--- config.mk ---
export PLATFORM = sky130hd
export DESIGN_NAME = spi_config_loader
export DESIGN_NICKNAME = d
export VERILOG_FILES = /design/src/rtl/cfg_loader_pkg.sv /design/src/rtl/sync_2ff.sv /design/src/rtl/spi_config_loader.sv
export SDC_FILE = /design/constraint.sdc
export NUM_CORES = 1
export LEC_CHECK = 0
export ABC_CLOCK_PERIOD_IN_PS = 2800
export CORE_ASPECT_RATIO = 2
export CORE_MARGIN = 4
export CORE_UTILIZATION = 61
export CTS_CLUSTER_SIZE = 10
export DETAILED_ROUTE_END_ITERATION = 10
export PLACE_DENSITY_LB_ADDON = 0.15
export SKIP_CTS_REPAIR_TIMING = 1
export SYNTH_ARGS = -nofsm -noshare
export SYNTH_HDL_FRONTEND = slang
export SYNTH_SLANG_ARGS = --single-unit
--- constraint.sdc ---
create_clock -name clk -period 2.8 [get_ports clk]
set_input_delay 0.28 -clock clk [delete_from_list [all_inputs] [get_ports clk]]
set_output_delay 0.28 -clock clk [all_outputs]
set_load 0.01 [all_outputs]
--- src/rtl/cfg_loader_pkg.sv ---
// Shared constants and FSM state type for the SPI configuration loader.
// Command codes select whether a received word is deferred or applied at once.
package cfg_loader_pkg;

  localparam int CFG_BYTES = 4;
  localparam logic [31:0] RESET_CFG = 32'hBBFC_0000;

  localparam logic [7:0] CMD_WR_DEFER = 8'hC1;
  localparam logic [7:0] CMD_WR_NOW   = 8'hC2;

  typedef enum logic [2:0] {
    IDLE,
    CMD,
    DATA,
    DONE,
    DISCARD
  } state_t;

endpackage

--- src/rtl/sync_2ff.sv ---
// Two-flop synchronizer for a single asynchronous level signal.
// RESET_VAL sets both flops so the output is quiet when reset releases.
module sync_2ff #(
  parameter logic RESET_VAL = 1'b1
) (
  input  logic clk,
  input  logic rst_n,
  input  logic din,
  output logic dout
);

  logic meta_reg;

  always_ff @(posedge clk) begin
    if (!rst_n) begin
      meta_reg <= RESET_VAL;
      dout     <= RESET_VAL;
    end else begin
      meta_reg <= din;
      dout     <= meta_reg;
    end
  end

endmodule

--- src/rtl/spi_config_loader.sv ---
// Assembles a framed SPI write (command + 4 bytes, MSB first) into the
// configuration word, applied immediately or at the next frame tick.
module spi_config_loader #(
  parameter int                CFG_W     = 8 * cfg_loader_pkg::CFG_BYTES,
  parameter logic [CFG_W-1:0]  RESET_CFG = cfg_loader_pkg::RESET_CFG
) (
  input  logic             clk,
  input  logic             rst_n,
  input  logic             ena,
  input  logic             ss_n,
  input  logic [7:0]       rx_byte,
  input  logic             rx_valid,
  input  logic             frame_tick,
  input  logic             err_clear,
  output logic [CFG_W-1:0] config_out,
  output logic             pending,
  output logic             err
);

  import cfg_loader_pkg::*;

  localparam logic [1:0] LAST_IDX = 2'(CFG_BYTES - 1);

  logic             ss_sync;
  logic             ss_act;
  state_t           state_reg;
  logic             mode_now_reg;
  logic [1:0]       count_reg;
  logic [CFG_W-9:0] acc_reg;
  logic [CFG_W-1:0] shadow_reg;
  logic [CFG_W-1:0] word;

  // The synchronizer keeps running while ena is low so ss state stays fresh.
  sync_2ff #(
    .RESET_VAL (1'b1)
  ) u_ss_sync (
    .clk   (clk),
    .rst_n (rst_n),
    .din   (ss_n),
    .dout  (ss_sync)
  );

  assign ss_act = ~ss_sync;
  assign word   = {acc_reg, rx_byte};

  always_ff @(posedge clk) begin
    if (!rst_n) begin
      state_reg    <= IDLE;
      mode_now_reg <= 1'b0;
      count_reg    <= '0;
      acc_reg      <= '0;
      shadow_reg   <= RESET_CFG;
      config_out   <= RESET_CFG;
      pending      <= 1'b0;
      err          <= 1'b0;
    end else if (ena) begin
      // Later assignments below override these, so error sets beat clears
      // and a completing write beats the frame tick.
      if (err_clear)
        err <= 1'b0;
      if (frame_tick && pending) begin
        config_out <= shadow_reg;
        pending    <= 1'b0;
      end

      if (!ss_act) begin
        if (state_reg == CMD || state_reg == DATA)
          err <= 1'b1;
        acc_reg   <= '0;
        state_reg <= IDLE;
      end else begin
        case (state_reg)
          IDLE: state_reg <= CMD;
          CMD: begin
            if (rx_valid) begin
              if (rx_byte == CMD_WR_DEFER || rx_byte == CMD_WR_NOW) begin
                mode_now_reg <= (rx_byte == CMD_WR_NOW);
                count_reg    <= '0;
                state_reg    <= DATA;
              end else begin
                err       <= 1'b1;
                state_reg <= DISCARD;
              end
            end
          end
          DATA: begin
            if (rx_valid) begin
              acc_reg   <= word[CFG_W-9:0];
              count_reg <= count_reg + 2'd1;
              if (count_reg == LAST_IDX) begin
                shadow_reg <= word;
                state_reg  <= DONE;
                if (mode_now_reg) begin
                  config_out <= word;
                  pending    <= 1'b0;
                end else begin
                  pending <= 1'b1;
                end
              end
            end
          end
          DONE: begin
            if (rx_valid)
              err <= 1'b1;
          end
          default: ;
        endcase
      end
    end
  end

endmodule
# [Word-level counts from Yosys, hierarchy flattened]
# Cells that the tools add are included.
# Widths: inputs -> output; s select.
[op_classes] add_sub_neg=1 mul=0 div_mod_pow=0 order_cmp=0 eq_ne=12 n_shift=0 n_mux=32 bitwise_logic=1 reduce_logical=13
[ops] op="$mux 32" count=6
[ops] op="$mux 24" count=3
[ops] op="$eq 8x8->1 const B" count=2
[ops] op="$mux 3" count=5
[ops] op="$reduce_and 5->1" count=3
[ops] op="$mux 1" count=12
[ops] op="$pmux 3 s3" count=1
[ops] op="$eq 3x2->1 const B" count=2
[ops] op="$mux 2" count=3
[ops] op="$ne 3x2->1 const B" count=2
[ops] op="$reduce_and 6->1" count=1
[ops] op="$reduce_bool 2->1" count=3
[ops] op="$ne 2x2->1 const B" count=2
[ops] op="$pmux 2 s2" count=1
[ops] op="$reduce_bool 4->1" count=1
[ops] op="$eq 3x1->1 const B" count=1
[ops] op="$logic_not 3->1" count=1
[ops] op="$ne 3x1->1 const B" count=1
[ops] op="$reduce_and 3->1" count=1
[ops] op="$add 2x1->2 const B" count=1
[ops] op="$eq 2x2->1 const B" count=1
[ops] op="$logic_or 1x1->1" count=2
[ops] op="$ne 2x1->1 const B" count=1
[ops] op="$pmux 1 s2" count=1
[ops] op="2 further kinds" count=2
[totals] reg_bits=98 latch_bits=0 mem_bits_rw=0 mem_bits_ro=0 inputBits=15 elab_cells=69 n_memories=0

# [Logic depth before layout (Yosys ltp)]
[logic_depth] word_depth=7 mapped_depth=8 mapped_depth_nobuf=5

# [Hierarchy]
# From an unflattened synthesis, not the netlist that was laid out.
[hier_totals] cells_unflattened=422 area_unflattened_um2=3907.5
[modules_own_cells] mod="spi_config_loader" n_inst=1 cells_per_inst=418 area_per_inst_um2=3854.9 seq_area_each_um2=1921.8
[modules_own_cells] mod="sync_2ff" n_inst=1 cells_per_inst=4 area_per_inst_um2=52.6 seq_area_each_um2=40.0

# [Least setup slack after synthesis]
# No wires, ideal clock.
[synth_path] path_kind="reg2reg" start="register count_reg[0]" end="register config_out[16]" arrival_ns=1.539 required_ns=2.680 setup_slack_ns=1.141 path_stages_with_launch=8 n_path_buf=2 synth_period_minus_slack_ns=1.659 cell_sequence="dfxtp_1 -> ha_1 -> and3b_1 -> and3_1 -> buf_4 -> buf_6 -> and3_1 -> o31a_1"
[synth_via] elab_chain_len=5
[synth_lines] item="start, declared" line_no="spi_config_loader.sv:28" source="logic [1:0] count_reg;"
[synth_lines] item="start signal, assigned" line_no="spi_config_loader.sv:89" source="count_reg <= count_reg + 2'd1;"
[synth_lines] item="$eq 2x2->1" line_no="spi_config_loader.sv:90" source="if (count_reg == LAST_IDX) begin"
[synth_lines] item="$mux 32" line_no="spi_config_loader.sv:90"
[synth_lines] item="$mux 32" line_no="spi_config_loader.sv:87" source="if (rx_valid) begin"
[synth_lines] item="$mux 32" line_no="spi_config_loader.sv:72" source="case (state_reg)"
[synth_lines] item="$mux 32" line_no="spi_config_loader.sv:66" source="if (!ss_act) begin"
[synth_lines] item="end signal, assigned" line_no="spi_config_loader.sv:62" source="config_out <= shadow_reg;"
[synth_lines] item="end signal, assigned" line_no="spi_config_loader.sv:94" source="config_out <= word;"
[synth_lines] item="end, declared" line_no="spi_config_loader.sv:15" source="output logic [CFG_W-1:0] config_out,"
# No other way between the ends.
# A chain may end at the register's enable or synchronous reset.

# [Worst setup path after layout]
[layout_path] start="register state_reg[1]" end="register config_out[31]"
[layout_via] elab_chain_len=3
[layout_lines] item="start, declared" line_no="spi_config_loader.sv:26" source="state_t state_reg;"
[layout_lines] item="start signal, assigned" line_no="spi_config_loader.sv:48" source="state_reg <= IDLE;"
[layout_lines] item="start signal, assigned" line_no="spi_config_loader.sv:70" source="state_reg <= IDLE;"
[layout_lines] item="start signal, assigned" line_no="spi_config_loader.sv:73" source="IDLE: state_reg <= CMD;"
[layout_lines] item="$eq 3x2->1" line_no="spi_config_loader.sv:72"
[layout_lines] item="$mux 32" line_no="spi_config_loader.sv:72"
[layout_lines] item="$mux 32" line_no="spi_config_loader.sv:66"
# No other way between the ends.

==> results.toml <==
[status]
status = "completed"

[clocking]
clock_sinks = 98
cts_buffers = 9
cts.path.max_buffers = 2
cts_tree = "yes"
cts_max_level = 3
cts.clk_slew.worst_paths_ps = 60
cts_root_buf = "clkbuf_16"
clock_latency_ps = 340

[yosys]
synth_edf_count = 0
synthesis.nets = 544
yosysWarnings = 0
postSynthAreaPerCell_um2 = 8.60
synthDistinctLibCells = 53
yosysSeqAreaShare_pct = 43.2
synth_top_flop_cell = "dfxtp_1"
syn_inst = 528
netlist_area_mm2 = 0.00454
synthArstFlopShare_pct = 0
synth_seq_cells = 98

[global_routing]
grt_max_degree = 87
grt_overflow = 0
grt_pass1_wl_um = 18400
grt_pass1_vias = 3935
grtUsageTotal_pct = 24.9
antenna_found_initial = 0

[floorplan]
core_mm2 = 0.00727
boundaryPins = 49
die_x_um = 69.0
rows = 44
die-height_um = 130
die_area_mm2 = 0.00898
start_util_pct = 62.5

[route]
post_drt_wl_per_cell_um = 16.9
viasPerCell = 6.26
drt-pass1-iter-count = 6
vias = 4047
remaining_drc_errors = 0
drt_wl_total_um = 10900
postRouteAntennaNets = 0
first_iter_violations = 297

[sta]
rsz0062_at_grt = "false"
timing.final.ws_setup_ps = 746
fin_crit_sh_pct = 73.4
setup_viol = 0
max_freq_ghz = 0.487
finalSetupTns_ps = 0
maxSlewViolCount = 0
max_slew_margin_pct = 65.3
clock_skew_ps = 9.03
fin_crit_ps = 2050
finalHoldViolCount = 0
tightest_slew_ps = 521

[power]
pwr-share-comb_pct = 4.6
p_seq_share_pct = 52.7
power_uw = 2650
power.density_mw_per_mm2 = 506
peakVddDrop_mv = 0.539
p_leak_uw = 0.00204
internal_power_uw = 2070
switching_share_pct = 22.1
power_frac_clock_pct = 42.7
power.switching_uw = 585

[setup_path]
reg2reg_from = "state_reg[1]"
worstPathCellList = "nor3b_2, and3_2, buf_4, a21oi_1, a311o_1"
path_max_fanout = 16
crit_arrival_ps = 2280
r2r_slack_ps = 750
r2r_end = "config_out[31]"
critPathMaxStageDelay_ps = 560
cp_slowest_cell = "dfxtp_1"
startpoint = "state_reg[1]"
endpoint = "config_out[31]"
worstRegToRegCells = 5
critPathKind = "register to register"
crit_path_start_kind = "register"
required_ps = 3030
worstSetupEndpointType = "register"

[placement]
portBuffers = 48
dpl_worst_slack_ps = 624
hpwl_um = 6960
place.gp.congestion = 0.857

[cells_and_area]
antenna_cells = 0
drive_gt1_share_pct = 7.39
fin_util_pct = 72.2
final_cell_mix = "nand2_1 (105), dfxtp_1 (98), clkdlybuf4s50_1 (46)"
layout.nets = 566
final_common_cell = "nand2_1"
synthToLayoutAreaGrowth_pct = 15.4

[min_path]
hold_path_class = "primary input to register"
min_from = "rst_n"

[job]
drv_cap = 0
## worst max-delay path: cells and delay by family (launching register included)
kind / cells / cell delay [ps]
AOI/OAI and AO/OA: 2 / 360
and+or+nand+nor: 2 / 760
buffers and inverters: 1 / 260
DFF: 1 / 560
## stage by stage
step | instance area [um2] | hold slack, ps | std cells
4_1_cts | 5240 | 366 | 647
3_3_place_gp | 4970 | 396 | 631
3_5_place_dp | 4970 | 406 | 631
6_report | 5240 | 380 | 647
2_1_floorplan | 4540 | 381 | 528
5_1_grt | 5240 | 412 | 647
## cell families (layout without fill, tap and decap cells)
kind of cell,Yosys count,in the layout,synth area share [%]
AO/OA/AOI/OAI,124,124,20.1
XOR/XNOR,1,1,0.193
adder cells (fa/ha/maj),1,1,0.275
buffers and inverters,56,83,6.80
flip-flops,98,98,43.2
AND/OR/NAND/NOR,248,248,29.5
## Yosys cell counts (2+ instances only)
cell type	n	area share (%)
buf_4	8	1.3
a21oi_1	35	3.9
a21boi_1	5	0.83
a22o_1	23	4.4
nand4_1	30	4.1
buf_2	9	0.99
nor2_1	3	0.25
buf_6	5	1.2
dfxtp_1	98	43
clkbuf_1	26	2.1
o21a_1	4	0.66
clkbuf_8	2	0.61
nand2_1	105	8.7
o31a_1	19	3.7
o2111ai_1	2	0.39
a21boi_0	18	3.0
nand3_1	25	2.8
nand2b_1	14	1.9
nand4b_1	10	1.9
a21o_1	2	0.33
and2_1	2	0.28
nor2b_1	22	3.0
inv_1	5	0.41
o21ai_0	6	0.66
and3_1	22	3.0
## how the worst min path moves through the flow
| stage | end | slack (ps) | cells past startpoint |
|---|---|---|---|
| floorplan | u_ss_sync.meta_reg | 380 | 1 |
| global placement | u_ss_sync.dout | 400 | 1 |
| detailed placement | u_ss_sync.dout | 410 | 1 |
| CTS | shadow_reg[19] | 370 | 2 |
| global route | shadow_reg[20] | 410 | 2 |
| finish | shadow_reg[19] | 380 | 2 |
## layer usage
metal / vias to the layer above / routed length (um) / track usage (%)
met4: 0 / 315 / 10.8
met3: 22 / 560 / 3.32
met2: 143 / 5710 / 46.6
met1: 1957 / 4330 / 28.0
li1: 1925 / - / -
met5: - / 0 / 0
## area by class of cell
cell class	count	area, um2
clock buffers	12	246
clock inverters	4	27.5
fillers	580	2020
inverters	5	18.8
multi-input cells	374	2270
flip-flops and latches	98	1960
well taps	92	115
repair buffers	62	601
## power groups by stage
stage	combinational [uW]	clock, uW	sequential, uW
after floorplan	76.5	0	1430
after global placement	118	0	1430
after detailed placement	120	0	1430
after CTS	120	1150	1400
after global routing	131	1190	1400
final	122	1130	1400
No activity file was read; power rests on OpenSTA's default activity.
